`src/rtl/width_pack_gearbox.sv`:
```
// width_pack_gearbox: packs IN_W beats MSB-first into OUT_W words. A word appears one cycle after
// its completing beat; a stalled output word blocks input. Define PACK_LAST_EN for packet last/flush.
module width_pack_gearbox #(
  parameter int IN_W  = 24,
  parameter int OUT_W = 128
) (
  input  logic             clk,
  input  logic             rst_n,
  input  logic             valid_in,
  output logic             ready_in,
  input  logic [IN_W-1:0]  data_in,
`ifdef PACK_LAST_EN
  input  logic             last_in,
  output logic             last_out,
`endif
  output logic             valid_out,
  input  logic             ready_out,
  output logic [OUT_W-1:0] data_out
);
  localparam int CW = $clog2(OUT_W+1);
  localparam int SW = $clog2(OUT_W+IN_W+1);
  localparam int EW = OUT_W+IN_W;

  logic [OUT_W-1:0] acc_q, acc_d;
  logic [OUT_W-1:0] dout_q, dout_d;
  logic [CW-1:0]    fill_q, fill_d;
  logic             vout_q, vout_d;
  logic [SW-1:0]    sum;
  logic [EW-1:0]    ext;
  logic [OUT_W-1:0] ext_hi, ext_lo;
  logic             accept, complete, slot_free;

  // ext: accumulator bits followed immediately by the new beat, left-aligned
  assign sum       = SW'(fill_q) + SW'(IN_W);
  assign ext       = {acc_q, {IN_W{1'b0}}} | ({data_in, {OUT_W{1'b0}}} >> fill_q);
  assign ext_hi    = ext[EW-1:IN_W];
  assign ext_lo    = {ext[IN_W-1:0], {(OUT_W-IN_W){1'b0}}};
  assign complete  = (sum >= SW'(OUT_W));
  assign slot_free = !vout_q || ready_out;
  assign accept    = valid_in && ready_in;

`ifdef PACK_LAST_EN
  typedef enum logic {ACC, FLUSH} state_t;
  state_t state_q, state_d;
  logic   last_q, last_d;

  assign ready_in = (state_q == ACC) && slot_free;
  assign last_out = last_q;
`else
  assign ready_in = slot_free;
`endif

  assign valid_out = vout_q;
  assign data_out  = dout_q;

  always_comb begin
    acc_d  = acc_q;
    fill_d = fill_q;
    dout_d = dout_q;
    vout_d = vout_q && !ready_out;
`ifdef PACK_LAST_EN
    state_d = state_q;
    last_d  = (vout_q && !ready_out) ? last_q : 1'b0;
`endif
    if (accept) begin
      if (complete) begin
        dout_d = ext_hi;
        vout_d = 1'b1;
        acc_d  = ext_lo;
        fill_d = CW'(sum - SW'(OUT_W));
`ifdef PACK_LAST_EN
        last_d = 1'b0;
        if (last_in) begin
          if (sum == SW'(OUT_W)) begin
            last_d = 1'b1;
            acc_d  = '0;
            fill_d = '0;
          end else begin
            state_d = FLUSH;
          end
        end
`endif
      end else begin
        acc_d  = ext_hi;
        fill_d = CW'(sum);
`ifdef PACK_LAST_EN
        if (last_in) begin
          dout_d = ext_hi;
          vout_d = 1'b1;
          last_d = 1'b1;
          acc_d  = '0;
          fill_d = '0;
        end
`endif
      end
    end
`ifdef PACK_LAST_EN
    // residue word replaces the full word in the same cycle the full word is taken
    if (state_q == FLUSH && vout_q && ready_out) begin
      dout_d  = acc_q;
      vout_d  = 1'b1;
      last_d  = 1'b1;
      acc_d   = '0;
      fill_d  = '0;
      state_d = ACC;
    end
`endif
  end

  always_ff @(posedge clk or negedge rst_n) begin
    if (!rst_n) begin
      acc_q   <= '0;
      fill_q  <= '0;
      dout_q  <= '0;
      vout_q  <= 1'b0;
`ifdef PACK_LAST_EN
      state_q <= ACC;
      last_q  <= 1'b0;
`endif
    end else begin
      acc_q   <= acc_d;
      fill_q  <= fill_d;
      dout_q  <= dout_d;
      vout_q  <= vout_d;
`ifdef PACK_LAST_EN
      state_q <= state_d;
      last_q  <= last_d;
`endif
    end
  end

endmodule

```
`config.mk`:
```
export PLATFORM = sky130hd
export DESIGN_NAME = width_pack_gearbox
export DESIGN_NICKNAME = d
export VERILOG_FILES = /design/src/rtl/width_pack_gearbox.sv
export SDC_FILE = /design/constraint.sdc
export NUM_CORES = 1
export LEC_CHECK = 0
export CAP_MARGIN = 0
export CORE_ASPECT_RATIO = 0.8
export CORE_MARGIN = 4
export CORE_UTILIZATION = 40
export CTS_BUF_LIST = sky130_fd_sc_hd__clkbuf_8
export CTS_CLUSTER_DIAMETER = 60
export DETAILED_ROUTE_END_ITERATION = 10
export SLEW_MARGIN = 30
export SYNTH_ARGS = -nofsm -noshare
export SYNTH_HDL_FRONTEND = slang
export SYNTH_SLANG_ARGS = --single-unit
```
`constraint.sdc`:
```
create_clock -name clk -period 3.8 [get_ports clk]
set_clock_uncertainty 0.1 [all_clocks]
set_input_delay 0.76 -clock clk [delete_from_list [all_inputs] [get_ports clk]]
set_output_delay 0.76 -clock clk [all_outputs]
set_load 0.005 [all_outputs]
```
==> impl_results.md <==
- Run status: finished, final reports clean
- GR Util All Layers: 0.2028
- Mean Syn Cell Area: 9.686 µm²
- Synthesized flop and latch total: roughly 260
- I/O pin count: about 160
- Worst-path clk slew: about 60 ps
- Worst Path Max Fanout: 9
- Endpoints failing hold: 0
- Fin crit share: 0.8976
- Mapped Nets: ~1,100
- Sequential power share: 0.415
- Most frequent cells in the layout: nand2_1 (385), dfrtp_1 (261), clkdlybuf4s50_1 (156)
- Most common cell after layout, fill and taps aside: nand2_1
- Int Pwr: roughly 7.4 mW
- Clock Path Buffers: 3
- WP data required: 2940 ps
- Final Instance Count excl. Fillers: approximately 1,600
- Placed Cells: roughly 1,600
- Power per cell area: about 880 nW/µm²
- Clock tree root driver cell: clkbuf_8
- DRT iter0 DRCs: roughly 700
- Nets@finish: about 1,300
- Initial antenna violation count: 0
- RR Endpoint: data_out[69]
- Ant diodes: 0
- Crit-path most repeated cell: clkdlybuf4s50_1
- Clk_lat worst skew: between 500 and 600 ps
- Worst path arrival time: between 2000 and 3000 ps
- Max Clock Freq: 293.2 MHz
- Startpoint Class: input pin
- Leakage: about 6.3 nW
- Max-slew violations: 0
- Least-Margin Pin Slew: 949.4 ps
- Seq/Total Area, Yosys: 0.6135
- Final wirelength: around 30,000 µm
- EDFF count, synth: 0
- Post-DP HPWL: roughly 20,000 µm
- Clock power frac: 0.197
- Max incr delay on CP: roughly 660 ps
- DR DRC count: 0
- Total grt overflow: 0
- Gate power share: 0.389
- Clock sinks: around 260
- RSZ-0062 raised after global routing: no
- Die width: between 150 and 200 µm
- Synth unique cells: just over 40
- Setup violations, final: 0
- First-pass GRT wire length: ~47,000 µm
- Worst Setup End Kind: output pin
- Layout cells sized above 1: 0.07283
- Worst r2r src: fill_q[3]
- Dpl ws: 408.5 ps
- Setup CP Type: in -> out
- Fin worst setup slack: roughly 390 ps
- Slew HR: 0.3647
- Vias/cell: slightly above 5
- Via count: approximately 8,400
- Worst path buffer plus inverter count: 3
- Placer Congestion: 0.8396
- Switching share of power: 0.3650
- WL/cell: about 18 µm
- Final Cell Area: 13,330 µm²
- Setup TNS: 0 ps
- Mapped cell area: 10,650 µm²
- R2R setup slack: approximately 1200 ps
- CTS tree: done
- Vias in the first global route: between 8,000 and 9,000
- Mapped Cells: around 1,100
- P&R area growth vs syn: 25.25%
- Chip Height: about 150 µm
- Hold buffer count at cts: 0
- FP Rows: between 50 and 60
- Yosys synthesis warning count: 0
- H-tree depth: 2
- Port bufs: approximately 160
- Total CTS buffers: 42
- Worst min path class: in -> async
- P_sw: ~4.3 mW
- Worst Reg2Reg Path Length in Cells: 8
- Resized cells post-CTS: 0
- Fraction of registers with async set/reset: 1.000
- Detail Route Antenna Nets: 0
- Core area: between 20,000 and 30,000 µm²
- Post-DP Area: about 13,000 µm²
- Die area: just under 30,000 µm²
- Max Cap Viol: 0
- Largest net degree at the start of global routing: 96
- Fin crit period: ~3400 ps
- Initial Utilization: 0.4054
- Pre-Repair DR Iteration Count: 5
- CP max-delay cell: nor2b_1
- CP delay by family, top: buffers and inverters
- Crit path cell chain: clkdlybuf4s50_1 > nor2b_1 > inv_1 > clkdlybuf4s50_1
- Postcts setup bufs: 0
- Maximum vdd ir drop: between 0.3 and 0.4 mV
- Synth Flop Type: dfrtp_1
[metal layers]
metal	share of wire	track usage	routed length (µm)
met4	0.018	0.05299	548
met5	0	0	0
met2	0.43	0.2886	12980
met3	0.058	0.04131	1742
met1	0.49	0.3170	14700
[flip-flops by register name (all words and copies together) (netlist names)]
register,cells
acc_q,128
fill_q,4
data_out,128
valid_out,1
[synthesized netlist by cell type (all sizes together) (2+ instances only)]
library cell / count / area (µm²)
a22oi: 17 / 127.6
xnor2: 3 / 26.28
clkbuf: 21 / 78.83
mux2i: 8 / 80.08
nor2b: 4 / 25.02
or3: 5 / 31.28
a211oi: 8 / 60.06
a2bb2oi: 14 / 122.6
mux2: 13 / 146.4
a21oi: 54 / 270.3
nand3b: 2 / 15.01
nor3: 13 / 80.08
o22a: 2 / 17.52
a22o: 33 / 289.0
nand3: 2 / 10.01
dfrtp: 261 / 6531
nand2: 385 / 1445
nor2: 78 / 292.8
o2bb2ai: 6 / 52.55
buf: 46 / 251.5
nand2b: 3 / 18.77
o21ai: 84 / 420.4
inv: 6 / 22.52
and3b: 6 / 52.55
a31oi: 15 / 93.84
[power by group through the flow]
stage / clock, mW / combinational [mW] / sequential, mW
6_report: 2.30 / 4.55 / 4.86
5_1_grt: 2.50 / 5.07 / 5.03
4_1_cts: 2.36 / 4.61 / 4.87
3_5_place_dp: 0 / 4.59 / 4.90
3_3_place_gp: 0 / 4.51 / 4.89
2_1_floorplan: 0 / 2.45 / 4.69
[per-stage QoR]
step | utilization | hold slack, ps | power, mW
floorplan | - | 338.6 | 7.145
global placement | 0.4778 | 347.0 | 9.405
detailed placement | 0.4778 | 351.2 | 9.482
CTS | 0.5077 | 125.4 | 11.83
global route | 0.5077 | 137.5 | 12.60
finish | 0.5077 | 108.2 | 11.71
[cells by family after synthesis]
logic type | after synthesis | share of synthesized area
and+or+nand+nor | 502 | 0.1886
DFF | 261 | 0.6135
AOI/OAI and AO/OA | 237 | 0.1394
buffers and inverters | 74 | 0.03350
muxes | 21 | 0.02127
xor gates and xnor gates | 3 | 0.002469
adders and majority gates | 1 | 0.001175
[layout make-up]
| class | instances | area (µm²) |
|---|---|---|
| Multi-Input combinational cell | 764 | 3769 |
| Fill cell | 2466 | 12930 |
| Clock buffer | 51 | 701.9 |
| Tap cell | 357 | 446.7 |
| Sequential cell | 261 | 6531 |
| Timing Repair Buffer | 175 | 1774 |
| Clock inverter | 19 | 83.83 |
| Inverter | 7 | 26.28 |
[worst reg2reg max path: stages, from the launching register on]
cell and delay (ps):
dfrtp_1 340, inv_1 40, buf_4 200, ha_1 270, nand3b_1 260, nor3_4 190, buf_4 730, nand2_1 310
nand2_1 110
[how the worst max path moves through the flow]
| stage | from | end | slack, ps | depth (start not counted) |
|---|---|---|---|---|
| finish | ready_out | ready_in | 390 | 4 |
| global route | ready_out | ready_in | 260 | 4 |
| CTS | ready_out | ready_in | 400 | 4 |
| detailed placement | ready_out | ready_in | 410 | 4 |
| global placement | ready_out | ready_in | 460 | 4 |
| floorplan | fill_q[3] | acc_q[65] | 1440 | 10 |
No activity file was read; power rests on OpenSTA's default activity.
